**src/rtl/fetch_sequencer_pkg.sv**
```systemverilog
// Shared constants for the fetch sequencer: opcodes, FSM encoding and the reset PC.
package fetch_sequencer_pkg;

    localparam logic [6:0] OPC_JAL    = 7'b1101111;
    localparam logic [6:0] OPC_JALR   = 7'b1100111;
    localparam logic [6:0] OPC_BRANCH = 7'b1100011;

    localparam logic [2:0] ST_IDLE      = 3'd0;
    localparam logic [2:0] ST_WAIT_MEM  = 3'd1;
    localparam logic [2:0] ST_WAIT_Q    = 3'd2;
    localparam logic [2:0] ST_WAIT_JALR = 3'd3;
    localparam logic [2:0] ST_DRAIN     = 3'd4;

    localparam logic [31:0] RESET_PC_DEFAULT = 32'h0000_0000;

    typedef struct packed {
        logic [31:0] pred_pc;
        logic        taken;
        logic        is_jalr;
    } pred_t;

endpackage

```
**src/rtl/fetch_target_calc.sv**
```systemverilog
// Combinational next-PC prediction from the fetched instruction's opcode and immediate.
module fetch_target_calc
    import fetch_sequencer_pkg::*;
(
    input  logic [31:0] pc_i,
    input  logic [31:0] inst_i,
    input  logic        bht_bit_i,
    output pred_t       pred_o
);

    logic [31:0] j_imm;
    logic [31:0] b_imm;

    assign j_imm = {{12{inst_i[31]}}, inst_i[19:12], inst_i[20], inst_i[30:21], 1'b0};
    assign b_imm = {{20{inst_i[31]}}, inst_i[7], inst_i[30:25], inst_i[11:8], 1'b0};

    always_comb begin
        pred_o.pred_pc = pc_i + 32'd4;
        pred_o.taken   = 1'b0;
        pred_o.is_jalr = 1'b0;
        case (inst_i[6:0])
            OPC_JAL:    pred_o.pred_pc = pc_i + j_imm;
            OPC_BRANCH: begin
                if (bht_bit_i) begin
                    pred_o.pred_pc = pc_i + b_imm;
                    pred_o.taken   = 1'b1;
                end
            end
            // JALR keeps pc+4 as a provisional value; the ROB supplies the real target.
            OPC_JALR:   pred_o.is_jalr = 1'b1;
            default:    ;
        endcase
    end

endmodule

```
**src/rtl/fetch_sequencer.sv**
```systemverilog
// Front-end fetch PC owner: icache request sequencing, next-PC prediction, flush/drain.
// Optional FETCH_BHT_EN adds a 2-bit saturating-counter branch history table.
module fetch_sequencer
    import fetch_sequencer_pkg::*;
#(
    parameter logic [31:0] RESET_PC  = RESET_PC_DEFAULT,
    parameter int          BHT_IDX_W = 6
) (
    input  logic        clk_in,
    input  logic        rst_in,
    input  logic        rdy_in,
    output logic        ic_req_valid,
    output logic [31:0] ic_req_addr,
    input  logic        ic_resp_valid,
    input  logic [31:0] ic_resp_inst,
    input  logic        iq_full,
    output logic        out_valid,
    output logic [31:0] out_inst,
    output logic [31:0] out_pc,
    output logic [31:0] out_pred_pc,
    output logic        out_pred_taken,
    input  logic        flush_in,
    input  logic [31:0] flush_pc,
    input  logic        jalr_done_in,
`ifdef FETCH_BHT_EN
    input  logic        bht_upd_valid,
    input  logic [31:0] bht_upd_pc,
    input  logic        bht_upd_taken,
`endif
    input  logic [31:0] jalr_target_in
);

    logic [2:0]  state_q, state_d;
    logic [31:0] pc_q, pc_d;
    logic [31:0] inst_q, inst_d;
    logic        req_valid_q, req_valid_d;
    logic [31:0] req_addr_q, req_addr_d;
    logic        out_valid_q, out_valid_d;
    logic [31:0] out_inst_q, out_inst_d;
    logic [31:0] out_pc_q, out_pc_d;
    logic [31:0] out_pred_pc_q, out_pred_pc_d;
    logic        out_taken_q, out_taken_d;
    logic        deliver;
    logic [31:0] cur_inst;
    logic        bht_bit;
    pred_t       pred;

`ifdef FETCH_BHT_EN
    localparam int BHT_N = 1 << BHT_IDX_W;
    logic [1:0]           bht_q [BHT_N];
    logic [BHT_IDX_W-1:0] upd_idx;

    assign upd_idx = bht_upd_pc[BHT_IDX_W+1:2];
    // Lookup reads the registered table, so a same-cycle update is not yet visible.
    assign bht_bit = bht_q[pc_q[BHT_IDX_W+1:2]][1];

    always_ff @(posedge clk_in) begin
        if (rst_in) begin
            for (int i = 0; i < BHT_N; i++) bht_q[i] <= 2'b01;
        end else if (rdy_in && bht_upd_valid) begin
            if (bht_upd_taken && bht_q[upd_idx] != 2'b11)
                bht_q[upd_idx] <= bht_q[upd_idx] + 2'd1;
            else if (!bht_upd_taken && bht_q[upd_idx] != 2'b00)
                bht_q[upd_idx] <= bht_q[upd_idx] - 2'd1;
        end
    end
`else
    // Without a table every branch predicts taken.
    assign bht_bit = (BHT_IDX_W >= 0);
`endif

    assign cur_inst = (state_q == ST_WAIT_Q) ? inst_q : ic_resp_inst;

    fetch_target_calc u_calc (
        .pc_i      (pc_q),
        .inst_i    (cur_inst),
        .bht_bit_i (bht_bit),
        .pred_o    (pred)
    );

    always_comb begin
        state_d       = state_q;
        pc_d          = pc_q;
        inst_d        = inst_q;
        req_valid_d   = req_valid_q;
        req_addr_d    = req_addr_q;
        out_valid_d   = 1'b0;
        out_inst_d    = out_inst_q;
        out_pc_d      = out_pc_q;
        out_pred_pc_d = out_pred_pc_q;
        out_taken_d   = out_taken_q;
        deliver       = 1'b0;
        if (flush_in) begin
            pc_d        = flush_pc;
            req_valid_d = 1'b0;
            // An outstanding fetch must still be swallowed before refetching.
            if ((state_q == ST_WAIT_MEM || state_q == ST_DRAIN) && !ic_resp_valid)
                state_d = ST_DRAIN;
            else
                state_d = ST_IDLE;
        end else begin
            case (state_q)
                ST_IDLE: begin
                    if (!iq_full) begin
                        req_valid_d = 1'b1;
                        req_addr_d  = pc_q;
                        state_d     = ST_WAIT_MEM;
                    end
                end
                ST_WAIT_MEM: begin
                    if (ic_resp_valid) begin
                        req_valid_d = 1'b0;
                        inst_d      = ic_resp_inst;
                        if (iq_full) state_d = ST_WAIT_Q;
                        else         deliver = 1'b1;
                    end
                end
                ST_WAIT_Q:    if (!iq_full) deliver = 1'b1;
                ST_WAIT_JALR: begin
                    if (jalr_done_in) begin
                        pc_d    = jalr_target_in & ~32'h1;
                        state_d = ST_IDLE;
                    end
                end
                ST_DRAIN:     if (ic_resp_valid) state_d = ST_IDLE;
                default:      state_d = ST_IDLE;
            endcase
            if (deliver) begin
                out_valid_d   = 1'b1;
                out_inst_d    = cur_inst;
                out_pc_d      = pc_q;
                out_pred_pc_d = pred.pred_pc;
                out_taken_d   = pred.taken;
                pc_d          = pred.pred_pc;
                state_d       = pred.is_jalr ? ST_WAIT_JALR : ST_IDLE;
            end
        end
    end

    always_ff @(posedge clk_in) begin
        if (rst_in) begin
            state_q       <= ST_IDLE;
            pc_q          <= RESET_PC;
            inst_q        <= '0;
            req_valid_q   <= 1'b0;
            req_addr_q    <= '0;
            out_valid_q   <= 1'b0;
            out_inst_q    <= '0;
            out_pc_q      <= '0;
            out_pred_pc_q <= '0;
            out_taken_q   <= 1'b0;
        end else if (rdy_in) begin
            state_q       <= state_d;
            pc_q          <= pc_d;
            inst_q        <= inst_d;
            req_valid_q   <= req_valid_d;
            req_addr_q    <= req_addr_d;
            out_valid_q   <= out_valid_d;
            out_inst_q    <= out_inst_d;
            out_pc_q      <= out_pc_d;
            out_pred_pc_q <= out_pred_pc_d;
            out_taken_q   <= out_taken_d;
        end
    end

    // A pulse pending across a stall is held and shown once rdy_in returns.
    assign out_valid      = out_valid_q & rdy_in;
    assign ic_req_valid   = req_valid_q;
    assign ic_req_addr    = req_addr_q;
    assign out_inst       = out_inst_q;
    assign out_pc         = out_pc_q;
    assign out_pred_pc    = out_pred_pc_q;
    assign out_pred_taken = out_taken_q;

endmodule

```
**config.mk**
```make
export PLATFORM = sky130hd
export DESIGN_NAME = fetch_sequencer
export DESIGN_NICKNAME = d
export VERILOG_FILES = /design/src/rtl/fetch_sequencer_pkg.sv /design/src/rtl/fetch_target_calc.sv /design/src/rtl/fetch_sequencer.sv
export SDC_FILE = /design/constraint.sdc
export NUM_CORES = 1
export LEC_CHECK = 0
export BUFFER_PORTS_ARGS = -buffer_cell sky130_fd_sc_hd__clkbuf_2
export CAP_MARGIN = 20
export CORE_UTILIZATION = 50
export CTS_BUF_LIST = sky130_fd_sc_hd__clkbuf_8 sky130_fd_sc_hd__clkbuf_16
export DETAILED_ROUTE_END_ITERATION = 6
export HOLD_SLACK_MARGIN = 0.03
export PLACE_DENSITY_LB_ADDON = 0.25
export SETUP_SLACK_MARGIN = 0.3
export SLEW_MARGIN = 10
export SYNTH_ARGS = -nofsm -noshare
export SYNTH_HDL_FRONTEND = slang
export SYNTH_HIERARCHICAL = 1
export SYNTH_SLANG_ARGS = --single-unit
```
**constraint.sdc**
```tcl
create_clock -name clk_in -period 7.9 [get_ports clk_in]
set_clock_uncertainty 0.15 [all_clocks]
set_input_delay 0.395 -clock clk_in [delete_from_list [all_inputs] [get_ports clk_in]]
set_output_delay 0.395 -clock clk_in [all_outputs]
set_load 0.05 [all_outputs]
```
Word-level counts from Yosys, hierarchy flattened
Index checks and enable logic that the tools add are counted.

$add $sub $neg: 3. Multiplexer cells: 28. Eq/ne operators: 15. Bitwise gates (word level): 3. Reductions and logical operators: 13.

Operators by type and width (count): $mux 32 (5); $add 32x32->32 (2); $pmux 32 s2 (1); $add 32x3->32 const B (1); $mux 3 (8); $eq 7x7->1 const B (3); $pmux 3 s5 (1); $ne 4x3->1 const B (3); $reduce_and 4->1 (3); $mux 1 (10); $reduce_bool 3->1 (3); $ne 4x4->1 const B (2); $reduce_and 7->1 (1); $eq 3x2->1 const B (2); $ne 3x3->1 const B (2); $reduce_and 3->1 (2); $pmux 1 s2 (2); $eq 3x1->1 const B (1); $eq 3x3->1 const B (1); $logic_not 3->1 (1); $ne 3x2->1 const B (1); $mux 2 (1); $not 1->1 (2); $and 1x1->1 (1); 3 further kinds (3).

Bits in registers: 198. Word-level logic and storage cells: 72. Input bits: 103.

Logic depth before layout (Yosys ltp)
Gate-level depths: netlist of run 1.

Depth in word-level cells: 7. Mapped depth: 18. Gate-level depth less buffers: 16.

Modules after synthesis
Netlist of run 1, hierarchy kept.

By module, submodules not included: fetch_sequencer (area an instance 7922.6 um^2, times used 1, cells an instance 970); fetch_target_calc (area an instance 3886.2 um^2, times used 1, cells an instance 579).

Least setup slack after synthesis of run 1
Ideal clock, no wire load.

Path type: flip-flop to flip-flop. Start: register state_q[0]. End: register pc_q[31]. Required time: 7.691 ns. Cell stages (with the launch flop): 18. Path buffers: 3. Slack: 3.352 ns. Period minus slack after synthesis: 4.548 ns. Arrival time: 4.339 ns. Cell sequence: dfxtp_1 buf_1 nor3b_2 buf_2 mux2_2 ha_1 buf_2 a21oi_1 nand2_1 a311o_1 o31a_1 o41a_4 mux2_4 o41a_1 nand3_1 mux2i_1 o21ai_0 a22o_1.

RTL lines: from (decl) (RTL line fetch_sequencer.sv:33) `logic [2:0] state_q, state_d;`; from (signal assigned) (RTL line fetch_sequencer.sv:153) `state_q <= state_d;`; to (signal assigned) (RTL line fetch_sequencer.sv:154) `pc_q <= pc_d;`; to (decl) (RTL line fetch_sequencer.sv:34) `logic [31:0] pc_q, pc_d;`.

==> results of run 1 <==
## cell usage after synthesis, drive strengths merged (4+ instances only)
| master | count | area [µm²] |
|---|---|---|
| buf | 38 | 239 |
| o21ai | 77 | 389 |
| or3 | 5 | 31.3 |
| nand3 | 34 | 170 |
| and3 | 11 | 68.8 |
| xnor2 | 35 | 307 |
| nor3 | 16 | 80.1 |
| xor2 | 22 | 193 |
| nand4 | 16 | 100 |
| dfxtp | 198 | 3960 |
| nor2b | 4 | 25.0 |
| nand2 | 403 | 1510 |
| a22o | 31 | 272 |
| a221o | 9 | 90.1 |
| and4 | 6 | 52.6 |
| a211oi | 14 | 105 |
| or2 | 5 | 31.3 |
| a21oi | 207 | 1050 |
| o31ai | 6 | 50.1 |
| a22oi | 5 | 37.5 |
| mux2i | 45 | 450 |
| o221ai | 10 | 87.6 |
| nand2b | 5 | 31.3 |
| clkbuf | 71 | 267 |
| nor2 | 55 | 209 |
| o21bai | 5 | 37.5 |
| inv | 29 | 109 |
| ha | 44 | 551 |
| a21o | 15 | 113 |
| a31oi | 11 | 83.8 |
| a31o | 4 | 35.0 |
| mux2 | 36 | 409 |
| and2 | 12 | 75.1 |
| nor4 | 4 | 31.3 |
| o211ai | 15 | 113 |
## worst max path at each step
stage	end	slack (ns)
4_1_cts	pc_q[30]	2.20
3_3_place_gp	pc_q[25]	2.28
5_1_grt	pc_q[30]	1.94
2_1_floorplan	pc_q[31]	3.35
3_5_place_dp	pc_q[30]	2.24
6_report	pc_q[30]	2.12
## per-stage QoR
| step | total power [mW] | cell area (µm²) | cells | setup slack [ns] | hold WS, ns |
|---|---|---|---|---|---|
| after global placement | 1.41 | 13000 | 1997 | 2.28 | 0.288 |
| after global routing | 2.40 | 13800 | 2045 | 1.94 | 0.0517 |
| after CTS | 2.32 | 13700 | 2044 | 2.20 | 0.0300 |
| final | 2.32 | 13800 | 2045 | 2.12 | 0.0406 |
| after detailed placement | 1.42 | 13000 | 1997 | 2.24 | 0.295 |
| after floorplan | 1.31 | 11800 | 1549 | 3.35 | 0.282 |
## power breakdown
part	internal, mW	leakage, nW	switching, mW
combinational	0.143	3.77	0.229
sequential	1.01	1.60	0.0296
clock	0.456	0.292	0.448
## metal layers
layer,vias up,global-route usage,wire (µm)
met1,5597,0.421,16700
met2,483,0.500,17700
met5,-,0,9
met3,62,0.0414,2570
li1,5786,-,-
met4,2,0.0962,854
## what timing repair did
action                                 CTS  global route
endpoints found under the hold margin   15             1
hold buffers                            15             1
setup buffers                            0             0
## final cells by class
| type | instances | area (µm²) | share of cell area |
|---|---|---|---|
| flip-flops and latches | 198 | 3960 | 0.288 |
| multi-input cells | 1213 | 7270 | 0.529 |
| repair buffers | 260 | 1410 | 0.103 |
| clock inverters | 15 | 181 | 0.0132 |
| well taps | 313 | 392 | 0.0285 |
| inverters | 29 | 109 | 0.00791 |
| clock buffers | 17 | 425 | 0.0309 |
## worst reg2reg max path, delay by kind of cell (launching register included)
family,cells,cell delay [ns]
muxes,2,0.55
AOI/OAI and AO/OA,4,0.92
and+or+nand+nor,6,2.49
buffers and inverters,2,0.95
DFF,1,0.62
## cells by family after synthesis
| family | synth area share |
|---|---|
| flip-flops | 0.336 |
| adder cells (fa/ha/maj) | 0.0500 |
| AND/OR/NAND/NOR | 0.210 |
| buffers and inverters | 0.0520 |
| other | 0.000318 |
| AO/OA/AOI/OAI | 0.237 |
| XOR/XNOR | 0.0423 |
| multiplexers | 0.0728 |
## sequential cells by signal, summed over array words and instances (netlist names), 3 cells and up
register	count
out_pc	32
pc_q	32
out_pred_pc	32
inst_q	32
state_q	3
ic_req_addr	32
out_inst	32
==> metrics.log, run 1 <==
[metrics] result of the run: finished, final reports clean
[metrics] slowest library cell on the worst path: sky130_fd_sc_hd__nor2_1
[metrics] startpoint of the worst register-to-register path: state_q[1]
[metrics] DIE AREA: 24200 µm²
[metrics] wire length per cell after detailed routing: 18.5 µm
[metrics] CTS H-tree lvls: 4
[metrics] # rows: 55
[metrics] post-detail-place hpwl: 26600 µm
[metrics] routability cong.: 0.953
[metrics] worst setup path startpoint: state_q[1]
[metrics] number of violations reported at the end of detailed-routing iteration 0: 1004
[metrics] terminating pin of the worst hold path: inst_q[13]
[metrics] count of port buffers added during placement: 232
[metrics] commonest non-fill, non-tap cell in the layout: sky130_fd_sc_hd__nand2_1
[metrics] maximum achievable frequency: 173 MHz
[metrics] vias in the first global route: 10700
[metrics] CTS tree: done
[metrics] category of the worst setup path capture point: flop
[metrics] fraction of layout instances using a drive strength above 1: 0.196
[metrics] width of the die: 156 µm
[metrics] CP arrival: 5.96 ns
[metrics] critical register-to-register path endpoint: pc_q[30]
[metrics] total of cells resized after clock tree synthesis: 0
[metrics] PwrDens: 168 nW/µm²
[metrics] final core utilization: 0.600
[metrics] category of the most critical setup path: reg -> reg
[metrics] clock transition time at the flip-flop clock pins of the worst setup and hold paths: 0.08 ns
[metrics] clock period minus final worst setup slack: 5.78 ns
[metrics] Slowest Stage Delay on Critical Path: 0.99 ns
[metrics] sum of overflow across all layers after global routing: 0
[metrics] length in cells of the worst reg-to-reg path: 14
[metrics] DR vias: 11900
[metrics] Worst-Skew Late Latency: 0.44 ns
[metrics] data required time of the critical path: 8.08 ns
[metrics] number of iterations in the first detailed-routing pass: 5
[metrics] slew at the pin closest to its max-slew limit: 1.12 ns
[metrics] leakage power summed over all cells: 5.66 nW
[metrics] Total Wirelength: 37800 µm
[metrics] global-route wire length before repair: 58400 µm
[metrics] Antenna diodes: 0
[metrics] number of fill cells: 2202
[metrics] effective utilization at floorplan: 0.515
[metrics] vias per std cell: 5.83
[metrics] RSZ-0062 raised after global routing: false
[metrics] mean instance size in the synthesized netlist: 7.62 µm²
[metrics] number of antenna violations at the first check in global routing: 1
[metrics] maximum VDD drop: 0.131 mV
[metrics] number of warnings issued by yosys: 6
[metrics] maximum buffer depth of the clock tree: 2
[metrics] pin count of the biggest net entering global routing: 98
[metrics] commonest register cell after synthesis: sky130_fd_sc_hd__dfxtp_1
[metrics] Setup TNS: 0 ns
[metrics] cell depth of the worst setup path: 14
[metrics] Register-to-Register Setup Slack: 2.12 ns
[metrics] total DRC errors in the routed layout: 0
[metrics] Post-layout nets: 1868
[metrics] layout overhead on the synthesized area: 16.5%
[metrics] height of the die: 156 µm
[metrics] final setup violating endpoints: 0
[metrics] number of hold-slack violations in the final timing report: 0
[metrics] CP bufs+invs: 2
[metrics] Slew HR: 0.247
[metrics] cell area after synthesis: 11800 µm²
[metrics] number of synthesized register bits: 198
[metrics] largest delay contributor family on the critical path: simple AND/OR/NAND/NOR gates
[metrics] clock sinks: 198
[metrics] number of CTS-inserted buffers: 17
[metrics] startpoint of the most critical hold path: ic_resp_inst[13]
[metrics] path class of the lowest-slack min-delay path: in -> reg
[metrics] count of flip-flops with a built-in enable after synthesis: 0
[metrics] leading cell types in the layout, fill and taps excluded: sky130_fd_sc_hd__nand2_1 (403), sky130_fd_sc_hd__clkbuf_2 (231), sky130_fd_sc_hd__a21oi_1 (205), sky130_fd_sc_hd__dfxtp_1 (198), sky130_fd_sc_hd__o21ai_0 (74)
[metrics] ports placed on the boundary: 234
[metrics] crit path max fanout: 32
[metrics] Floorplan Core Area: 22900 µm²
[metrics] critical path launch point type: flop
[metrics] Synth async-reset ratio: 0
[metrics] number of cells traversed by the worst hold path: 3
[metrics] DRT antenna net count: 0
[metrics] Total GRT Usage: 0.308
[metrics] clock tree root driver cell: sky130_fd_sc_hd__clkbuf_16
[metrics] number of maximum-capacitance constraint violations: 0
[metrics] Synth cell types: 77
[metrics] Mapped Cells: 1549
[metrics] crit-path most repeated cell: sky130_fd_sc_hd__nand2_1
[metrics] final-report max-slew violation count: 0
[metrics] ordered list of cells on the worst path: nor3b_4 > buf_4 > mux2_2 > nand2_1 > nor3_1 > and2_0 > nand2_1 > inv_1 > nor2_1 > o311ai_0 > a221o_1 > mux2i_1 > o21ai_0 > a22o_1
[metrics] portion of the post-synthesis area used by sequential elements: 0.336
[metrics] Final Cycle Share: 0.732
[metrics] net count of the mapped netlist: 1698
(Power assumes the default switching activity.)
==> run 2: changes to the inputs <==
Clock period 7.9 ns to 5.9 ns, I/O delays scaled along.
==> run 2 against run 1 <==
  * Hold slack got worse by 0.0042 ns
  * Register-to-register slack got worse by 1.5 ns
  * Flip-flop and latch count did not move
  * Sequential share of layout area fell by 0.87 points
  * Setup slack got worse by 1.5 ns
  * Critical path type unchanged
  * Routed wire length rose by 3.5%
  * Global-route usage rose by 1.2 points
  * Die area did not move
  * Via count rose by 2.2%
  * Largest cell class unchanged
  * Clock power rose by 37%
  * First-iteration DRC count fell by 12%
  * Count of clock-buffer cells in the layout did not move
==> metrics.log, run 2 (same netlist as run 1, synthesis figures left out) <==
[metrics] total DRC errors in the routed layout: 0 (unchanged)
[metrics] worst hold slack: 0.0364 ns (was 0.0406 ns)
[metrics] leading cell types in the layout, fill and taps excluded: sky130_fd_sc_hd__nand2_1 (403), sky130_fd_sc_hd__clkbuf_2 (231), sky130_fd_sc_hd__a21oi_1 (205), sky130_fd_sc_hd__dfxtp_1 (198), sky130_fd_sc_hd__o21ai_0 (74) (unchanged)
[metrics] CP arrival: 5.43 ns (was 5.96 ns)
[metrics] Finished Cell Area: 14200 µm² (was 13800 µm²)
[metrics] largest delay contributor family on the critical path: compound AO/OA/AOI/OAI gates (was simple AND/OR/NAND/NOR gates)
[metrics] path class of the lowest-slack min-delay path: in -> reg (unchanged)
[metrics] layout overhead on the synthesized area: 20.1% (was 16.5%)
[metrics] category of the worst setup path capture point: flop (unchanged)
[metrics] ordered list of cells on the worst path: nor3b_4 > buf_4 > mux2_2 > ha_1 > a21oi_2 > a32oi_1 > a221oi_1 > a31oi_1 > a31o_2 > a31o_2 > mux2i_1 > a221o_1 > mux2i_1 > o21ai_0 > a22o_1 (was nor3b_4 > buf_4 > mux2_2 > nand2_1 > nor3_1 > and2_0 > nand2_1 > inv_1 > nor2_1 > o311ai_0 > a221o_1 > mux2i_1 > o21ai_0 > a22o_1)
[metrics] Hold-fix buffers, CTS: 49 (was 15)
[metrics] slowest library cell on the worst path: sky130_fd_sc_hd__dfxtp_1 (was sky130_fd_sc_hd__nor2_1)
[metrics] category of the most critical setup path: reg -> reg (unchanged)
[metrics] global-route wire length before repair: 60600 µm (was 58400 µm)
[metrics] # rows: 55 (unchanged)
[metrics] post-detail-place hpwl: 27400 µm (was 26600 µm)
[metrics] vias per std cell: 5.84 (was 5.83)
[metrics] DRT antenna net count: 0 (unchanged)
[metrics] routability cong.: 0.981 (was 0.953)
[metrics] Floorplan Core Area: 22900 µm² (unchanged)
[metrics] CP bufs+invs: 1 (was 2)
[metrics] leakage power summed over all cells: 5.86 nW (was 5.66 nW)
[metrics] final-report max-slew violation count: 0 (unchanged)
[metrics] area of all sequential standard cells: 3960 µm² (unchanged)
[metrics] vias in the first global route: 11200 (was 10700)
[metrics] worst setup slack after placement: 0.805 ns (was 2.24 ns)
[metrics] maximum achievable frequency: 191 MHz (was 173 MHz)
[metrics] total of cells resized after clock tree synthesis: 0 (unchanged)
[metrics] width of the die: 156 µm (unchanged)
[metrics] number of hold-slack violations in the final timing report: 0 (unchanged)
[metrics] count of port buffers added during placement: 232 (unchanged)
[metrics] data required time of the critical path: 6.09 ns (was 8.08 ns)
[metrics] DIE AREA: 24200 µm² (unchanged)
[metrics] fraction of layout instances using a drive strength above 1: 0.196 (about the same)
[metrics] clock period minus final worst setup slack: 5.24 ns (was 5.78 ns)
[metrics] Register-to-Register Setup Slack: 0.66 ns (was 2.12 ns)
[metrics] number of maximum-capacitance constraint violations: 0 (unchanged)
[metrics] clock tree root driver cell: sky130_fd_sc_hd__clkbuf_16 (unchanged)
[metrics] DR vias: 12200 (was 11900)
[metrics] slew at the pin closest to its max-slew limit: 1.10 ns (was 1.12 ns)
[metrics] post-detailed-placement cell area: 13100 µm² (was 13000 µm²)
[metrics] terminating pin of the worst hold path: pc_q[12] (was inst_q[13])
[metrics] startpoint of the most critical hold path: flush_pc[12] (was ic_resp_inst[13])
[metrics] post-route setup slack: 0.657 ns (was 2.12 ns)
[metrics] number of antenna violations at the first check in global routing: 0 (was 1)
[metrics] crit path max fanout: 20 (was 32)
[metrics] final standard cell count with taps included and fillers excluded: 2087 (was 2045)
[metrics] PwrDens: 222 nW/µm² (was 168 nW/µm²)
[metrics] CTS H-tree lvls: 4 (unchanged)
[metrics] result of the run: finished, final reports clean (unchanged)
[metrics] startpoint of the worst register-to-register path: state_q[1] (unchanged)
[metrics] sum of overflow across all layers after global routing: 0 (unchanged)
[metrics] critical register-to-register path endpoint: pc_q[30] (unchanged)
[metrics] Antenna diodes: 0 (unchanged)
[metrics] Slew HR: 0.263 (was 0.247)
[metrics] commonest non-fill, non-tap cell in the layout: sky130_fd_sc_hd__nand2_1 (unchanged)
[metrics] ports placed on the boundary: 234 (unchanged)
[metrics] critical path launch point type: flop (unchanged)
[metrics] pin count of the biggest net entering global routing: 89 (was 98)
[metrics] Total Wirelength: 39100 µm (was 37800 µm)
[metrics] maximum VDD drop: 0.150 mV (was 0.131 mV)
[metrics] Total GRT Usage: 0.319 (was 0.308)
[metrics] area occupied by multi-input gates: 7270 µm² (unchanged)
[metrics] Post-layout nets: 1910 (was 1868)
[metrics] clock transition time at the flip-flop clock pins of the worst setup and hold paths: 0.08 ns (about the same)
[metrics] number of fill cells: 2096 (was 2202)
[metrics] Worst-Skew Late Latency: 0.45 ns (was 0.44 ns)
[metrics] Final Cycle Share: 0.889 (was 0.732)
[metrics] wire length per cell after detailed routing: 18.7 µm (was 18.5 µm)
[metrics] number of iterations in the first detailed-routing pass: 5 (unchanged)
[metrics] number of cells traversed by the worst hold path: 4 (was 3)
[metrics] final setup violating endpoints: 0 (unchanged)
[metrics] number of buffers inserted by post-CTS setup repair: 0 (unchanged)
[metrics] Slowest Stage Delay on Critical Path: 0.62 ns (was 0.99 ns)
[metrics] RSZ-0062 raised after global routing: false (unchanged)
[metrics] clock sinks: 198 (unchanged)
[metrics] effective utilization at floorplan: 0.515 (unchanged)
[metrics] CTS tree: done (unchanged)
[metrics] Setup TNS: 0 ns (unchanged)
[metrics] number of violations reported at the end of detailed-routing iteration 0: 880 (was 1004)
[metrics] height of the die: 156 µm (unchanged)
[metrics] number of CTS-inserted buffers: 17 (unchanged)
[metrics] Placed Cells: 2005 (was 1997)
[metrics] maximum buffer depth of the clock tree: 2 (unchanged)
[metrics] length in cells of the worst reg-to-reg path: 15 (was 14)
## run 2: layout make-up
class	count	area share
Inverter	29	0.00767
Timing Repair Buffer	302	0.129
Multi-Input combinational cell	1213	0.513
Clock inverter	15	0.0142
Clock buffer	17	0.0300
Tap cell	313	0.0276
Sequential cell	198	0.279
## run 2: how the worst max path moves through the flow
stage               startpoint       end  cells past startpoint
finish              state_q[1]  pc_q[30]                     15
global route        state_q[1]  pc_q[30]                     15
CTS                 state_q[1]  pc_q[30]                     15
detailed placement  state_q[1]  pc_q[28]                     16
global placement    state_q[1]  pc_q[30]                     15
floorplan           state_q[0]  pc_q[31]                     17
## run 2: layer usage
layer | vias to the layer above | part of all wire | GRT usage
met5 | - | 0 | 0
met4 | 0 | 0.023 | 0.110
met3 | 61 | 0.063 | 0.0394
met2 | 534 | 0.47 | 0.529
met1 | 5725 | 0.44 | 0.428
li1 | 5874 | - | -
## run 2: stage by stage
stage               utilization  total power [mW]
floorplan                     -              1.75
global placement          0.569              1.90
detailed placement        0.569              1.90
CTS                       0.618              3.16
global route              0.619              3.26
finish                    0.619              3.16
## run 2: worst min-delay path, stage by stage
cell and delay [ns]:
sky130_fd_sc_hd__clkbuf_2 0.07, sky130_fd_sc_hd__nand2_1 0.04, sky130_fd_sc_hd__o21ai_0 0.07, sky130_fd_sc_hd__a22o_1 0.12
## run 2: where the power goes
part | total, mW | switching, mW | internal [mW]
clock | 1.24 | 0.621 | 0.621
combinational | 0.522 | 0.315 | 0.207
sequential | 1.39 | 0.0389 | 1.35
total | 3.16 | 0.975 | 2.18
